File: config.mk
export PLATFORM = sky130hd
export DESIGN_NAME = line_buffer_scheduler_flat
export DESIGN_NICKNAME = d
export VERILOG_FILES = /design/src/rtl/line_buffer_pkg.sv /design/src/rtl/line_buffer_scheduler_if.sv /design/src/rtl/mod_counter.sv /design/src/rtl/line_buffer_scheduler.sv /design/src/flat_wrapper.sv
export SDC_FILE = /design/constraint.sdc
export NUM_CORES = 1
export LEC_CHECK = 0
export ABC_AREA = 1
export CORE_UTILIZATION = 59
export CTS_CLUSTER_DIAMETER = 120
export DETAILED_ROUTE_END_ITERATION = 10
export GPL_TIMING_DRIVEN = 0
export PLACE_DENSITY = 0.85
export SLEW_MARGIN = 25
export SYNTH_ARGS = -nofsm -noshare
export SYNTH_HDL_FRONTEND = slang
export SYNTH_HIERARCHICAL = 1
export SYNTH_SLANG_ARGS = --single-unit
export TNS_END_PERCENT = 10
File: constraint.sdc
create_clock -name clk -period 5.2 [get_ports clk]
set_input_delay 1.04 -clock clk [delete_from_list [all_inputs] [get_ports clk]]
set_output_delay 1.04 -clock clk [all_outputs]
set_load 0.01 [all_outputs]
File: src/rtl/line_buffer_pkg.sv
`default_nettype none
// +--------------------------------------------------------------------+
// | line_buffer_pkg                                                    |
// | Shared state encoding and constants for the line buffer scheduler  |
// | Rev 1.0                                                            |
// +--------------------------------------------------------------------+
package line_buffer_pkg;

  // A 3x3 window always needs exactly three stored rows.
  localparam int c_NUM_LB = 3;

  typedef logic [2:0] state_t;

  localparam logic [2:0] c_IDLE   = 3'd0;
  localparam logic [2:0] c_FILL   = 3'd1;
  localparam logic [2:0] c_STREAM = 3'd2;
  localparam logic [2:0] c_FLUSH  = 3'd3;
  localparam logic [2:0] c_DONE   = 3'd4;

  // Bit positions inside border_o = {top, bottom, left, right}.
  localparam int c_BRD_TOP   = 3;
  localparam int c_BRD_BOT   = 2;
  localparam int c_BRD_LEFT  = 1;
  localparam int c_BRD_RIGHT = 0;

endpackage
`default_nettype wire

File: src/rtl/line_buffer_scheduler_if.sv
`default_nettype none
// +--------------------------------------------------------------------+
// | line_buffer_scheduler_if                                           |
// | Control/status bundle between pixel source, scheduler, window stage|
// | Rev 1.0                                                            |
// +--------------------------------------------------------------------+
interface line_buffer_scheduler_if
  import line_buffer_pkg::*;
#(
  parameter int CW     = 10,
  parameter int RW     = 10,
  parameter int NUM_LB = c_NUM_LB
);

  logic              start_i;
  logic              valid_i;
  logic [NUM_LB-1:0] wr_sel_o;
  logic              rd_en_o;
  logic [1:0]        sel_o;
  logic              window_valid_o;
  logic [CW-1:0]     col_o;
  logic [RW-1:0]     row_o;
  logic [3:0]        border_o;
  logic              busy_o;
  logic              done_o;

  // The pixel source / controller drives the frame inputs.
  modport master (
    output start_i, valid_i,
    input  wr_sel_o, rd_en_o, sel_o, window_valid_o,
    input  col_o, row_o, border_o, busy_o, done_o
  );

  modport slave (
    input  start_i, valid_i,
    output wr_sel_o, rd_en_o, sel_o, window_valid_o,
    output col_o, row_o, border_o, busy_o, done_o
  );

endinterface
`default_nettype wire

File: src/rtl/mod_counter.sv
`default_nettype none
// +--------------------------------------------------------------------+
// | mod_counter                                                        |
// | Modulo-N up counter with synchronous clear and wrap pulse          |
// | Rev 1.0                                                            |
// +--------------------------------------------------------------------+
module mod_counter #(
  parameter int WIDTH   = 4,
  parameter int MODULUS = 16
) (
  input  wire logic             clk,
  input  wire logic             rst,
  input  wire logic             i_clear,
  input  wire logic             i_enable,
  output logic [WIDTH-1:0]      o_count,
  output logic                  o_wrap
);

  localparam logic [WIDTH-1:0] c_LAST = WIDTH'(MODULUS - 1);

  logic [WIDTH-1:0] r_count;

  // Wrap is combinational so the caller can chain the next counter in the same cycle.
  assign o_wrap  = i_enable && (r_count == c_LAST);
  assign o_count = r_count;

  always_ff @(posedge clk or negedge rst) begin
    if (!rst) begin
      r_count <= '0;
    end else if (i_clear) begin
      r_count <= '0;
    end else if (i_enable) begin
      r_count <= o_wrap ? '0 : r_count + WIDTH'(1);
    end
  end

endmodule
`default_nettype wire

File: src/rtl/line_buffer_scheduler.sv
`default_nettype none
// +--------------------------------------------------------------------+
// | line_buffer_scheduler                                              |
// | Write/read sequencing of three line buffers for a 3x3 window stage |
// | Rev 1.0                                                            |
// +--------------------------------------------------------------------+
module line_buffer_scheduler
  import line_buffer_pkg::*;
#(
  parameter int COLS   = 640,
  parameter int ROWS   = 480,
  parameter int CW     = 10,
  parameter int RW     = 10,
  parameter int NUM_LB = c_NUM_LB
) (
  input  wire logic              clk,
  input  wire logic              rst,
  line_buffer_scheduler_if.slave bus
);

  state_t            r_state;
  state_t            w_state_nxt;

  logic              w_fill;
  logic              w_stream;
  logic              w_flush;
  logic              w_accept;
  logic              w_clear;
  logic              w_rd_en;
  logic              w_row_en;

  logic [CW-1:0]     w_col;
  logic              w_col_wrap;
  logic [RW-1:0]     w_row;
  logic              w_row_wrap;
  logic [1:0]        w_wr_ptr;
  logic              w_ptr_wrap;

  logic [1:0]        r_sel;
  logic              r_win_valid;
  logic [CW-1:0]     r_col;
  logic [RW-1:0]     r_row;
  logic [3:0]        w_border;
  logic [NUM_LB-1:0] w_wr_sel;

  assign w_fill   = (r_state == c_FILL);
  assign w_stream = (r_state == c_STREAM);
  assign w_flush  = (r_state == c_FLUSH);
  assign w_accept = bus.valid_i && (w_fill || w_stream);
  assign w_clear  = (r_state == c_IDLE) && bus.start_i;
  assign w_rd_en  = (w_stream && bus.valid_i) || w_flush;
  assign w_row_en = w_accept && w_col_wrap;

  // The column counter also paces the COLS-cycle flush that drains the last row.
  mod_counter #(
    .WIDTH   (CW),
    .MODULUS (COLS)
  ) u_col_cnt (
    .clk      (clk),
    .rst      (rst),
    .i_clear  (w_clear),
    .i_enable (w_accept || w_flush),
    .o_count  (w_col),
    .o_wrap   (w_col_wrap)
  );

  mod_counter #(
    .WIDTH   (RW),
    .MODULUS (ROWS)
  ) u_row_cnt (
    .clk      (clk),
    .rst      (rst),
    .i_clear  (w_clear),
    .i_enable (w_row_en),
    .o_count  (w_row),
    .o_wrap   (w_row_wrap)
  );

  mod_counter #(
    .WIDTH   (2),
    .MODULUS (3)
  ) u_ptr_cnt (
    .clk      (clk),
    .rst      (rst),
    .i_clear  (w_clear),
    .i_enable (w_row_en),
    .o_count  (w_wr_ptr),
    .o_wrap   (w_ptr_wrap)
  );

  always_comb begin
    w_state_nxt = r_state;
    case (r_state)
      c_IDLE:   if (bus.start_i) w_state_nxt = c_FILL;
      c_FILL:   if (w_row_en)    w_state_nxt = c_STREAM;
      c_STREAM: if (w_row_wrap)  w_state_nxt = c_FLUSH;
      c_FLUSH:  if (w_col_wrap)  w_state_nxt = c_DONE;
      c_DONE:                    w_state_nxt = c_IDLE;
      default:                   w_state_nxt = c_IDLE;
    endcase
  end

  always_ff @(posedge clk or negedge rst) begin
    if (!rst) begin
      r_state     <= c_IDLE;
      r_sel       <= '0;
      r_win_valid <= 1'b0;
      r_col       <= '0;
      r_row       <= '0;
    end else begin
      r_state     <= w_state_nxt;
      r_win_valid <= w_rd_en;
      // sel tracks (old wr_ptr + 1) mod 3, i.e. the buffer the row just finished lands behind.
      if (w_clear) begin
        r_sel <= '0;
      end else if (w_row_en) begin
        r_sel <= w_ptr_wrap ? 2'd0 : w_wr_ptr + 2'd1;
      end
      if (w_rd_en) begin
        r_col <= w_col;
        r_row <= w_flush ? RW'(ROWS - 1) : w_row - RW'(1);
      end
    end
  end

  for (genvar i = 0; i < NUM_LB; i++) begin : g_wr_sel
    assign w_wr_sel[i] = w_accept && (w_wr_ptr == 2'(i));
  end

  always_comb begin
    w_border = '0;
    if (r_win_valid) begin
      w_border[c_BRD_TOP]   = (r_row == '0);
      w_border[c_BRD_BOT]   = (r_row == RW'(ROWS - 1));
      w_border[c_BRD_LEFT]  = (r_col == '0);
      w_border[c_BRD_RIGHT] = (r_col == CW'(COLS - 1));
    end
  end

  assign bus.wr_sel_o       = w_wr_sel;
  assign bus.rd_en_o        = w_rd_en;
  assign bus.sel_o          = r_sel;
  assign bus.window_valid_o = r_win_valid;
  assign bus.col_o          = r_col;
  assign bus.row_o          = r_row;
  assign bus.border_o       = w_border;
  assign bus.busy_o         = (r_state != c_IDLE);
  assign bus.done_o         = (r_state == c_DONE);

endmodule
`default_nettype wire

File: src/flat_wrapper.sv
// flat-port wrapper written by rule: the top's interface ports become plain ports
module line_buffer_scheduler_flat import line_buffer_pkg::*;
#(
  parameter int COLS   = 640,
  parameter int ROWS   = 480,
  parameter int CW     = 10,
  parameter int RW     = 10,
  parameter int NUM_LB = c_NUM_LB
)
  (clk, rst, bus_start_i, bus_valid_i, bus_wr_sel_o, bus_rd_en_o, bus_sel_o, bus_window_valid_o, bus_col_o, bus_row_o, bus_border_o, bus_busy_o, bus_done_o);
  line_buffer_scheduler_if #(.CW(CW), .RW(RW), .NUM_LB(NUM_LB)) bus_i ();
  input  wire logic clk;
  input  wire logic rst;
  input wire logic [$bits(bus_i.start_i)-1:0] bus_start_i;
  input wire logic [$bits(bus_i.valid_i)-1:0] bus_valid_i;
  output wire logic [$bits(bus_i.wr_sel_o)-1:0] bus_wr_sel_o;
  output wire logic [$bits(bus_i.rd_en_o)-1:0] bus_rd_en_o;
  output wire logic [$bits(bus_i.sel_o)-1:0] bus_sel_o;
  output wire logic [$bits(bus_i.window_valid_o)-1:0] bus_window_valid_o;
  output wire logic [$bits(bus_i.col_o)-1:0] bus_col_o;
  output wire logic [$bits(bus_i.row_o)-1:0] bus_row_o;
  output wire logic [$bits(bus_i.border_o)-1:0] bus_border_o;
  output wire logic [$bits(bus_i.busy_o)-1:0] bus_busy_o;
  output wire logic [$bits(bus_i.done_o)-1:0] bus_done_o;
  assign bus_i.start_i = bus_start_i;
  assign bus_i.valid_i = bus_valid_i;
  assign bus_wr_sel_o = bus_i.wr_sel_o;
  assign bus_rd_en_o = bus_i.rd_en_o;
  assign bus_sel_o = bus_i.sel_o;
  assign bus_window_valid_o = bus_i.window_valid_o;
  assign bus_col_o = bus_i.col_o;
  assign bus_row_o = bus_i.row_o;
  assign bus_border_o = bus_i.border_o;
  assign bus_busy_o = bus_i.busy_o;
  assign bus_done_o = bus_i.done_o;
  line_buffer_scheduler #(.COLS(COLS), .ROWS(ROWS), .CW(CW), .RW(RW), .NUM_LB(NUM_LB)) u_core (.clk(clk), .rst(rst), .bus(bus_i));
endmodule
== Word level (Yosys, flattened, before mapping) ==
Index checks and enable logic that the tools add are counted.

* Register bits: 46

* $add $sub $neg: 4
* Equality and inequality tests: 14
* Multiplexer cells: 16
* Reductions and logical operators: 21

{| class="wikitable"
|+ Operator list
! kind !! number
|-
| two-way mux 10 bit || 7
|-
| adder 10 x 1 -> 10 bit (second input constant) || 2
|-
| == test 10 bit (second input constant) || 2
|-
| == test 10 x 9 -> 1 bit (second input constant) || 2
|-
| logical NOT 10 bit || 2
|-
| two-way mux 3 bit || 4
|-
| one-hot mux 3 bit (4 select lines) || 1
|-
| logical AND 1 bit || 10
|-
| subtractor 10 x 1 -> 10 bit (second input constant) || 1
|-
| inequality test 2 bit (second input constant) || 4
|-
| == test 3 x 2 -> 1 bit (second input constant) || 2
|-
| two-way mux 2 bit || 3
|-
| two-way mux 4 bit || 1
|-
| AND reduction 4 bit || 1
|-
| nonzero test 2 bit || 2
|-
| == test 3 x 1 -> 1 bit (second input constant) || 1
|-
| == test 3 bit (second input constant) || 1
|-
| logical NOT 3 bit || 1
|-
| logical OR 1 bit || 3
|-
| nonzero test 3 bit || 1
|-
| adder 2 x 1 -> 2 bit (second input constant) || 1
|-
| == test 2 x 1 -> 1 bit (second input constant) || 1
|-
| == test 2 bit (second input constant) || 1
|-
| logical NOT 2 bit || 1
|}

== Logic depth before layout (Yosys ltp) ==
* Depth in word-level cells: 10
* Mapped depth: 21
* Mapped depth without buffers: 21

== Cells and area by module ==
The synthesis kept the hierarchy.

{| class="wikitable"
|+ By module, submodules not included
! module !! times used !! cells an instance !! area an instance (sq um) !! seq. area each (sq um)
|-
| line_buffer_scheduler || 1 || 197 || 1,471.4 || 650.6
|-
| mod_counter at u_core.u_row_cnt || 1 || 78 || 601.8 || 250.2
|-
| mod_counter at u_core.u_col_cnt || 1 || 77 || 588.1 || 250.2
|-
| mod_counter at u_core.u_ptr_cnt || 1 || 15 || 107.6 || 50.0
|}

== Least setup slack after synthesis ==
Ideal clock, no wire load.

* Kind: input -> register
* From: input port bus_valid_i
* To: register u_core.r_state[0]
* Arrival time: 2.804 ns
* Data required time: 5.083 ns
* Setup slack: 2.279 ns
* Stages on the path: 18
* Buffers on the path: 0
* Path through: nand2_1 -> nand2_1 -> nand2_1 -> nor3_2 -> nand2_1 -> inv_1 -> nand3_2 -> inv_2 -> nand3_1 -> nor2_2 -> nand2_2 -> inv_1 -> nand3b_1 -> nand2_1 -> nor2_1 -> nand2_1 -> nand2_1 -> nand2_1

* Word-level cells in the longest chain between the ends: 7
* Elaborated cells on any way between the ends: 9

{| class="wikitable"
|+ Ends and longest elaborated chain
! item !! line !! text
|-
| from (decl) || flat_wrapper.sv:15 || <nowiki>input wire logic [$bits(bus_i.valid_i)-1:0] bus_valid_i;</nowiki>
|-
| logical AND 1 bit || line_buffer_scheduler.sv:49 || <nowiki>assign w_accept = bus.valid_i && (w_fill || w_stream);</nowiki>
|-
| logical OR 1 bit || line_buffer_scheduler.sv:62 || <nowiki>.i_enable (w_accept || w_flush),</nowiki>
|-
| logical AND 1 bit || mod_counter.sv:24 || <nowiki>assign o_wrap = i_enable && (r_count == c_LAST);</nowiki>
|-
| net u_core.w_col_wrap || line_buffer_scheduler.sv:33 || <nowiki>logic w_col_wrap;</nowiki>
|-
| logical AND 1 bit || line_buffer_scheduler.sv:52 || <nowiki>assign w_row_en = w_accept && w_col_wrap;</nowiki>
|-
| net u_core.w_row_en || line_buffer_scheduler.sv:30 || <nowiki>logic w_row_en;</nowiki>
|-
| logical AND 1 bit || mod_counter.sv:24 ||
|-
| net u_core.w_row_wrap || line_buffer_scheduler.sv:35 || <nowiki>logic w_row_wrap;</nowiki>
|-
| inequality test 2 bit (no source line) || -- ||
|-
| AND reduction 4 bit (no source line) || -- ||
|-
| to (signal assigned) || line_buffer_scheduler.sv:105 || <nowiki>r_state <= c_IDLE;</nowiki>
|-
| to (signal assigned) || line_buffer_scheduler.sv:111 || <nowiki>r_state <= w_state_nxt;</nowiki>
|-
| to (decl) || line_buffer_scheduler.sv:21 || <nowiki>state_t r_state;</nowiki>
|}

The timed path passes the listed nets, and every way through them passes these cells.
A chain may end at the register's enable or synchronous reset.

== Worst setup path after layout ==
* From: input port bus_valid_i
* To: output port bus_rd_en_o

* Word-level cells in the longest chain between the ends: 2

{| class="wikitable"
|+ Ends and longest elaborated chain
! item !! line !! text
|-
| logical AND 1 bit || line_buffer_scheduler.sv:51 || <nowiki>assign w_rd_en = (w_stream && bus.valid_i) || w_flush;</nowiki>
|-
| logical OR 1 bit || line_buffer_scheduler.sv:51 ||
|-
| to (decl) || flat_wrapper.sv:17 || <nowiki>output wire logic [$bits(bus_i.rd_en_o)-1:0] bus_rd_en_o;</nowiki>
|}

No other way between the ends.

==> impl_metrics.json <==
{
  "wl_per_cell_um": 12.8,
  "cts_buffers": 5,
  "synth-async-reset-ratio_pct": 100,
  "synth_ff_type": "dfrtp_1",
  "area_delta_synth_final_pct": 21.0,
  "antenna_found_initial": 0,
  "synthTopCellsByArea": "dfrtp_1, nand2_1, inv_1",
  "synth_edf_count": 0,
  "clk_latency_ns": 0.30,
  "h-tree-depth": 2,
  "period_needed_ns": 3.69,
  "peakVddDrop_uv": 153,
  "fillers": 364,
  "yosysMostFrequentCell": "nand2_1",
  "power.density_nw_per_um2": 322,
  "first_pass_iters": 7,
  "cts_root_buffer": "clkbuf_8",
  "grt_pass1_vias": 2463,
  "start_util_pct": 62.3,
  "p_total_mw": 1.08,
  "drive_gt1_share_pct": 11.2,
  "dieWidth_um": 70.5,
  "drc_errors": 12,
  "viasPerCell": 5.48,
  "crit_top_cell": "clkdlybuf4s50_1",
  "finalHoldViolCount": 0,
  "numClockSinks": 48,
  "cp-start-kind": "primary input",
  "endpoint_kind": "output port",
  "path_cells": "clkdlybuf4s50_1 -> nand3_2 -> nand2_2 -> buf_2 -> clkdlybuf4s50_1",
  "fin_setup_tns_ns": 0,
  "hpwlAfterDp_um": 4310,
  "final_nets": 420,
  "critPathKind": "in2out",
  "yosysSeqAreaShare_pct": 43.4,
  "violations": "DRC",
  "cts_hold_buf": 0,
  "crit_family": "buffers and inverters",
  "path_clk_slew_ns": 0.08,
  "yosysTopAreaCell": "dfrtp_1",
  "synthTopCellsByCount": "nand2_1, inv_1, dfrtp_1, nor2_1, nand3_1",
  "drt_iter0_markers": 142,
  "synth_area_per_cell_um2": 7.54,
  "fin_crit_sh_pct": 71.0,
  "synth_top_area_share_pct": 43.4,
  "cts_buffer_depth": 2,
  "fmax_mhz": 271,
  "cts_resized": 0,
  "syn_area_um2": 2770,
  "cp_slowest_cell": "clkdlybuf4s50_1",
  "ff_latch_area_um2": 1200,
  "grt_use_total_pct": 26.9,
  "rsz0062_at_grt": "false",
  "cpPeakStageDelay_ns": 0.57,
  "grt_start_max_net_pins": 49,
  "hold_path_class": "reg2reg",
  "timing.final.max_slew_violations": 0,
  "synth_cell_type_count": 33,
  "status": "finished, violations left",
  "chipHeight_um": 70.5,
  "yosysWarnings": 6,
  "post_cts_buffers": 0,
  "ant_nets": 0,
  "skew_ns": 0.00393,
  "cp_max_fo": 11,
  "grt_overflow": 0,
  "final-setup-viol-count": 0,
  "die_area_um2": 4970,
  "cp_num_buf_inv": 3,
  "gp_congestion": 0.833,
  "syn_nets": 377,
  "synth-seq-cells": 48,
  "core-area_um2": 4440,
  "worstPathArrival_ns": 2.65,
  "max_slew_margin_pct": 60.6,
  "syn_inst": 367,
  "cts_tree": "done",
  "crit_required_ns": 4.16,
  "num_io_pins": 37,
  "max_cap_violations": 0,
  "grt_pass1_wl_um": 10600,
  "routed_wl_um": 5920,
  "rows": 24,
  "vias": 2538,
  "static-leakage-power_nw": 1.63,
  "antenna_cells": 0,
  "multiInputGateArea_um2": 1320,
  "worst_slew_pin_slew_ns": 0.590,
  "io_buffers": 36
}
-- per-layer routing --
layer	share of wire, %	track usage (%)	vias up
met5	0	0	-
met3	4.0	4.91	10
li1	-	-	1263
met2	50	46.0	58
met1	44	33.6	1207
met4	1.2	11.1	0
-- kinds of logic after synthesis --
family,after synthesis,synth area share (%)
and+or+nand+nor,212,37.1
buffers and inverters,63,8.99
DFF,48,43.4
AOI/OAI and AO/OA,34,6.55
adders and majority gates,6,2.71
xor gates and xnor gates,3,0.949
muxes,1,0.362
-- flip-flops by register name (all words and copies together) (netlist names) --
signal	flops
u_core/r_state	3
u_core/bus.sel_o	2
u_core/bus.window_valid_o	1
u_core/bus.col_o	10
u_core/u_row_cnt/o_count	10
u_core/u_ptr_cnt/o_count	2
u_core/bus.row_o	10
u_core/u_col_cnt/o_count	10
-- per-stage QoR --
step / util [%] / cells / setup slack (ns) / hold WS [ns] / area [um2]
6_report: 75.4 / 463 / 1.51 / 0.520 / 3350
5_1_grt: 75.4 / 463 / 1.37 / 0.554 / 3350
4_1_cts: 75.4 / 463 / 1.50 / 0.528 / 3350
3_5_place_dp: 71.8 / 455 / 1.37 / 0.501 / 3190
3_3_place_gp: 71.9 / 455 / 1.43 / 0.498 / 3190
2_1_floorplan: - / 367 / 2.28 / 0.475 / 2770
-- layout make-up --
class,count,area share (%)
multi-input combinational,256,39.4
clock buffer,5,2.05
sequential,48,35.8
clock inverter,3,2.69
timing repair buffer,36,10.7
inverter,60,6.72
tap,52,1.94
buffer,3,0.709
-- worst min-delay path, cell delays in order (launching register included) --
cell,delay [ns]
dfrtp_1,0.35
nand3_1,0.07
nand2_1,0.07
-- cells in the final DEF (no fill, tap or decap), types with 3 or more instances in the layout --
cell type        netlist  routed
nor2_2                 6       6
o21ai_1                3       3
inv_1                 53      53
clkbuf_8               0       5
bufinv_16              0       3
o21ai_0               17      17
nand2_1               81      81
nand4_1               11      11
nand3b_1               3       3
nand2_2                6       6
ha_1                   6       6
a21oi_1               10      10
nand3_1               30      30
nand3_2                3       3
clkdlybuf4s50_1        0      35
inv_2                  7       7
nor3_1                12      12
nor2_4                 6       6
dfrtp_1               48      48
nor2_1                44      44
-- worst paths after layout --
check,end,slack [ns],cells after the start,from
worst max-delay path,bus_rd_en_o,1.51,5,bus_valid_i
worst min-delay path,u_core/bus.sel_o[1],0.52,2,u_core/bus.sel_o[1]
worst max register to register,u_core/r_state[0],2.10,21,u_core/r_state[0]
worst min register to register,u_core/bus.sel_o[1],0.52,2,u_core/bus.sel_o[1]
max in group asynchronous,u_core/bus.row_o[8],4.06,1,rst
min in group asynchronous,u_core/u_row_cnt/o_count[8],0.74,1,rst
-- power breakdown --
part / switching (mW) / leakage [nW] / internal [mW]
Clock: 0.122 / 0.0784 / 0.240
Combinational: 0.120 / 0.971 / 0.105
Sequential: 0.0642 / 0.582 / 0.427
(Power assumes the default switching activity.)
==> RTL edit 1 (same flow settings) <==
Change the package constant `c_NUM_LB` from 3 to 2.
--- a/src/rtl/line_buffer_pkg.sv
+++ b/src/rtl/line_buffer_pkg.sv
@@ -8,5 +8,5 @@
 
   // A 3x3 window always needs exactly three stored rows.
-  localparam int c_NUM_LB = 3;
+  localparam int c_NUM_LB = 2;
 
   typedef logic [2:0] state_t;
Ports: changed (resized bus_wr_sel_o); port bits go from 37 to 36. No check against the original RTL was run, so the function may have changed too.
==> RTL edit 1 against the unedited design <==
Synthesized cell count down 0.82%; synthesized area down 0.72%; worst setup slack improved by 8.1 ps; cell area is 2.9% lower; sequential share of layout area grew 1.1 points; total power shrank 13%; sequential power fell by 0.8%; global-route usage decreased by 1.6 points; die area down 0.71%; wire length shrank 3.9%; sequential cell count stayed put; critical endpoint unchanged; largest cell class unchanged.
==> RTL edit 1: results (changes against the unedited design) <==
stage,metric,value,unit,change
setup_path,crit_path_max_fanout,11,,unchanged
sta,layout_setup_ws,1520,ps,was 1510 ps
setup_path,rr_endpoint,u_core/r_state[0],,unchanged
clock_tree,cts-resized-gates,0,,unchanged
logic_synthesis,synthArstFlopShare,100,%,unchanged
placement,dp_hpwl,4.25,mm,was 4.31 mm
global_routing,first_global_vias,2255,,was 2463
placement,placed_cell_area,3160,µm²,was 3190 µm²
min_path,hp-class,flip-flop to flip-flop,,unchanged
min_path,hold_depth,2,,unchanged
sta,slew_headroom,60.8,%,was 60.6%
logic_synthesis,syn_nets,373,,was 377
detailed_routing,avgViaCountPerCell,5.43,,was 5.48
logic_synthesis,ys_top_cells_by_count,"nand2_1 (81), inv_1 (52), dfrtp_1 (48), nor2_1 (43), nand3_1 (30)",,"was nand2_1 (81), inv_1 (53), dfrtp_1 (48), nor2_1 (44), nand3_1 (30)"
power_and_ir_drop,peakVddDrop,0.000187,V,was 0.000153 V
sta,fin_worst_skew,4.64,ps,was 3.93 ps
clock_tree,path_clk_slew,90,ps,
logic_synthesis,ys_dominant_reg_cell,dfrtp_1,,unchanged
global_routing,track_usage,25.2,%,was 26.9%
global_routing,antenna_found_initial,0,,unchanged
global_routing,grt_pass1_wl,10.0,mm,was 10.6 mm
outcome,status,completed,,"was complete, but fails checks"
setup_path,cp_slowest_stage_delay,570,ps,about the same
detailed_routing,wl,5.69,mm,was 5.92 mm
min_path,hold_start,u_core/bus.sel_o[0],,was u_core/bus.sel_o[1]
placement,port_buffers,35,,was 36
clock_tree,insertion_delay,300,ps,about the same
setup_path,ff2ff_setup_slack,2150,ps,was 2100 ps
min_path,min_to,u_core/bus.sel_o[0],,was u_core/bus.sel_o[1]
cells_and_area,layout.nets,415,,was 420
clock_tree,cts-root-buf,clkbuf_8,,unchanged
detailed_routing,drt-initial-drc-count,197,,was 142
setup_path,slowest_stage,clkdlybuf4s50_1,,unchanged
setup_path,critPathArrivalTime,2640,ps,was 2650 ps
global_routing,grt_max_degree,49,,unchanged
power_and_ir_drop,power_leakage,1.59,nW,was 1.63 nW
logic_synthesis,synth_area_leaders,"dfrtp_1 (44%), nand2_1 (11%), inv_1 (7.1%)",,"was dfrtp_1 (43%), nand2_1 (11%), inv_1 (7.2%)"
placement,post-place-ws,1390,ps,was 1370 ps
setup_path,endpoint,bus_rd_en_o,,unchanged
cells_and_area,antenna_cells,0,,unchanged
detailed_routing,drt_first_pass_iters,5,,was 7
logic_synthesis,synth_edf_count,0,,unchanged
cells_and_area,drive_gt1_share,11.5,%,was 11.2%
logic_synthesis,synthDistinctLibCells,33,,unchanged
clock_tree,cts_setup_buffers,0,,unchanged
setup_path,r2r_cells,21,,unchanged
logic_synthesis,yosysSeqAreaShare,43.7,%,was 43.4%
placement,place_congestion,0.833,,about the same
clock_tree,cts-htree-levels,2,,unchanged
-- RTL edit 1: cell types whose count changed after synthesis, sizes merged --
cell,delta
ha,-1
inv,-1
nor2,-1
-- RTL edit 1: routing by layer --
layer | share of wire (%) | wire (µm) | vias up | GRT usage (%)
met1 | 45 | 2580 | 1154 | 32.9
met4 | 0.70 | 40 | 0 | 6.67
met3 | 5.1 | 288 | 4 | 4.33
met2 | 49 | 2780 | 81 | 43.2
met5 | 0 | 0 | - | 0
li1 | - | - | 1252 | -
-- RTL edit 1: per-stage QoR --
stage,hold WS [ps],cells
after floorplan,475,364
after global placement,504,451
after detailed placement,501,451
after CTS,532,459
after global routing,575,459
final,531,459
-- RTL edit 1: kinds of logic (layout without fill, tap and decap cells) --
| kind of cell | after synthesis | count (layout) | share of synthesized area, % |
|---|---|---|---|
| AND/OR/NAND/NOR | 211 | 211 | 37.2 |
| buffers and inverters | 62 | 105 | 8.69 |
| flip-flops | 48 | 48 | 43.7 |
| AO/OA/AOI/OAI | 34 | 34 | 6.83 |
| adder cells (fa/ha/maj) | 5 | 5 | 2.28 |
| XOR/XNOR | 3 | 3 | 0.956 |
| multiplexers | 1 | 1 | 0.364 |
-- RTL edit 1: area by class of cell --
class                      count  area [µm²]
timing repair buffer          35         348
clock buffer                   6        82.6
sequential                    48        1200
clock inverter                 2        10.0
multi-input combinational    254        1310
tap                           52        65.1
buffer                         3        17.5
inverter                      59         221
fill                         374        1160
-- RTL edit 1: where the power goes --
group	switching, mW	internal [mW]	leakage [nW]
registers	0.0603	0.427	0.582
clock network	0.122	0.106	0.0510
logic	0.122	0.105	0.957
-- RTL edit 1: critical path: cells and delay by family --
family | cells | cell delay, ps
buffers and inverters | 3 | 1330
and+or+nand+nor | 2 | 270
==> RTL edit 2 (same settings) <==
Made on the original files. Make the reset (`rst`) synchronous in 2 clocked blocks.
--- a/src/rtl/mod_counter.sv
+++ b/src/rtl/mod_counter.sv
@@ -25,5 +25,5 @@
   assign o_count = r_count;
 
-  always_ff @(posedge clk or negedge rst) begin
+  always_ff @(posedge clk) begin
     if (!rst) begin
       r_count <= '0;
--- a/src/rtl/line_buffer_scheduler.sv
+++ b/src/rtl/line_buffer_scheduler.sv
@@ -101,5 +101,5 @@
   end
 
-  always_ff @(posedge clk or negedge rst) begin
+  always_ff @(posedge clk) begin
     if (!rst) begin
       r_state     <= c_IDLE;
Function: differs if rst is asserted again (counterexample within 4 cycles, from zero or initial values and one cycle with rst low); with rst held inactive, the same outputs for 10 cycles.
==> RTL edit 2 against the unedited design <==
Cell area down 9.0%; total power up 9.0%; sequential cell count unchanged; count of clock-buffer cells in the layout unchanged; worst hold slack worse by 47 ps; fmax down 1.6%; wire length down 5.9%; combinational power up 65%; critical path type is now input port to flip-flop; synthesized area down 9.8%; register-to-register slack worse by 160 ps; final cell count down 1.9%; worst setup slack worse by 59 ps.
==> RTL edit 2: results (changes against the unedited design) <==
stage,metric,value,unit,change
power_and_ir_drop,power_leakage,1.25,nW,was 1.63 nW
outcome,status,completed,,"was complete, but fails checks"
detailed_routing,wl,5.57,mm,was 5.92 mm
detailed_routing,vias,2399,,was 2538
placement,dp.cells,447,,was 455
cells_and_area,nFillCells,326,,was 364
logic_synthesis,syn_nets,371,,was 377
sta,worst_pin_slew,421,ps,was 590 ps
logic_synthesis,synthDistinctLibCells,30,,was 33
logic_synthesis,ys_top_cells_by_count,"nor2_1 (69), nand2_1 (56), dfxtp_1 (48), inv_1 (46), nand3_1 (27)",,"was nand2_1 (81), inv_1 (53), dfrtp_1 (48), nor2_1 (44), nand3_1 (30)"
sta,fin_worst_skew,8.45,ps,was 3.93 ps
global_routing,grt_max_degree,15,,was 49
detailed_routing,avgViaCountPerCell,5.28,,was 5.48
global_routing,antenna_found_initial,0,,unchanged
cells_and_area,drive_gt1_share,8.66,%,was 11.2%
placement,place_congestion,0.853,,was 0.833
setup_path,cp_slowest_stage_delay,530,ps,was 570 ps
min_path,hold_start,u_core/bus.sel_o[0],,was u_core/bus.sel_o[1]
detailed_routing,drt-initial-drc-count,112,,was 142
logic_synthesis,synth_area_leaders,"dfxtp_1 (38%), nor2_1 (10%), nand2_1 (8.4%)",,"was dfrtp_1 (43%), nand2_1 (11%), inv_1 (7.2%)"
placement,dp_hpwl,4.08,mm,was 4.31 mm
setup_path,reg2reg_from,u_core/r_state[0],,unchanged
global_routing,track_usage,27.6,%,was 26.9%
logic_synthesis,synth_cells,361,,was 367
logic_synthesis,synthArstFlopShare,0,%,was 100%
cells_and_area,layout.nets,414,,was 420
global_routing,grt_pass1_wl,9.20,mm,was 10.6 mm
logic_synthesis,yosysSeqAreaShare,38.5,%,was 43.4%
logic_synthesis,ys_dominant_reg_cell,dfxtp_1,,was dfrtp_1
global_routing,first_global_vias,2147,,was 2463
setup_path,crit_path_max_fanout,10,,was 11
detailed_routing,drt_first_pass_iters,4,,was 7
power_and_ir_drop,peakVddDrop,0.000193,V,was 0.000153 V
## RTL edit 2: cell count changes in the layout (fill, tap and decap cells not counted), moves of 3 or more
| cell | change |
|---|---|
| a21oi_1 | +10 |
| dfrtp_1 | -48 |
| dfxtp_1 | +48 |
| inv_1 | -7 |
| inv_2 | -5 |
| nand2_1 | -25 |
| nand2_2 | -3 |
| nand3_1 | -3 |
| nand3b_1 | -3 |
| nand4_1 | -5 |
| nor2_1 | +25 |
| o21ai_0 | +6 |
| xor2_1 | +3 |
## RTL edit 2: cell families (layout without fill, tap and decap cells)
kind of cell	Yosys count	count (layout)	synth area share, %
AND/OR/NAND/NOR	195	195	36.1
flip-flops	48	48	38.5
adder cells (fa/ha/maj)	6	6	3.01
buffers and inverters	53	96	8.87
AO/OA/AOI/OAI	52	52	11.1
XOR/XNOR	7	7	2.45
## RTL edit 2: per-layer routing
layer | part of all wire [%] | vias to the layer above | track usage, %
met2 | 49 | 48 | 47.9
met5 | 0 | - | 0
met4 | 3.4 | 0 | 16.8
li1 | - | 1249 | -
met3 | 3.2 | 19 | 4.45
met1 | 44 | 1083 | 31.1
## RTL edit 2: layout make-up
type                            instances  area, µm²  area share, %
Multi-Input combinational cell        260       1320           43.1
Sequential cell                        48        961           31.5
Timing Repair Buffer                   36        360           11.8
Inverter                               48        180           5.91
Clock buffer                            5       68.8           2.26
Tap cell                               50       62.6           2.05
Clock inverter                          2       60.1           1.97
Buffer                                  5       41.3           1.35
## RTL edit 2: critical path: cells and delay by family
kind                   cells  cell delay [ps]
AND/OR/NAND/NOR           15             2000
buffers and inverters      3              940
## RTL edit 2: stage by stage
stage                     hold WS (ps)  instance area, µm²  util [%]  worst slack (ps)
after floorplan                    455                2500         -              2300
after global placement             454                2920      72.5              1370
after detailed placement           456                2920      72.5              1290
after CTS                          469                3050      75.7              1460
after global routing               504                3050      75.7              1200
final                              474                3050      75.7              1450
## RTL edit 2: final timing paths
kind / slack, ps / to / depth (start not counted)
worst max-delay path: 1450 / u_core/r_state[0] / 18
worst min-delay path: 470 / u_core/bus.sel_o[0] / 2
worst max register to register: 1940 / u_core/r_state[0] / 20
worst min register to register: 470 / u_core/bus.sel_o[0] / 2
## RTL edit 2: power by group
part,switching (mW),internal [mW],total (mW)
combinational,0.192,0.180,0.372
sequential,0.0606,0.427,0.488
clock,0.125,0.189,0.315
total,0.378,0.796,1.17
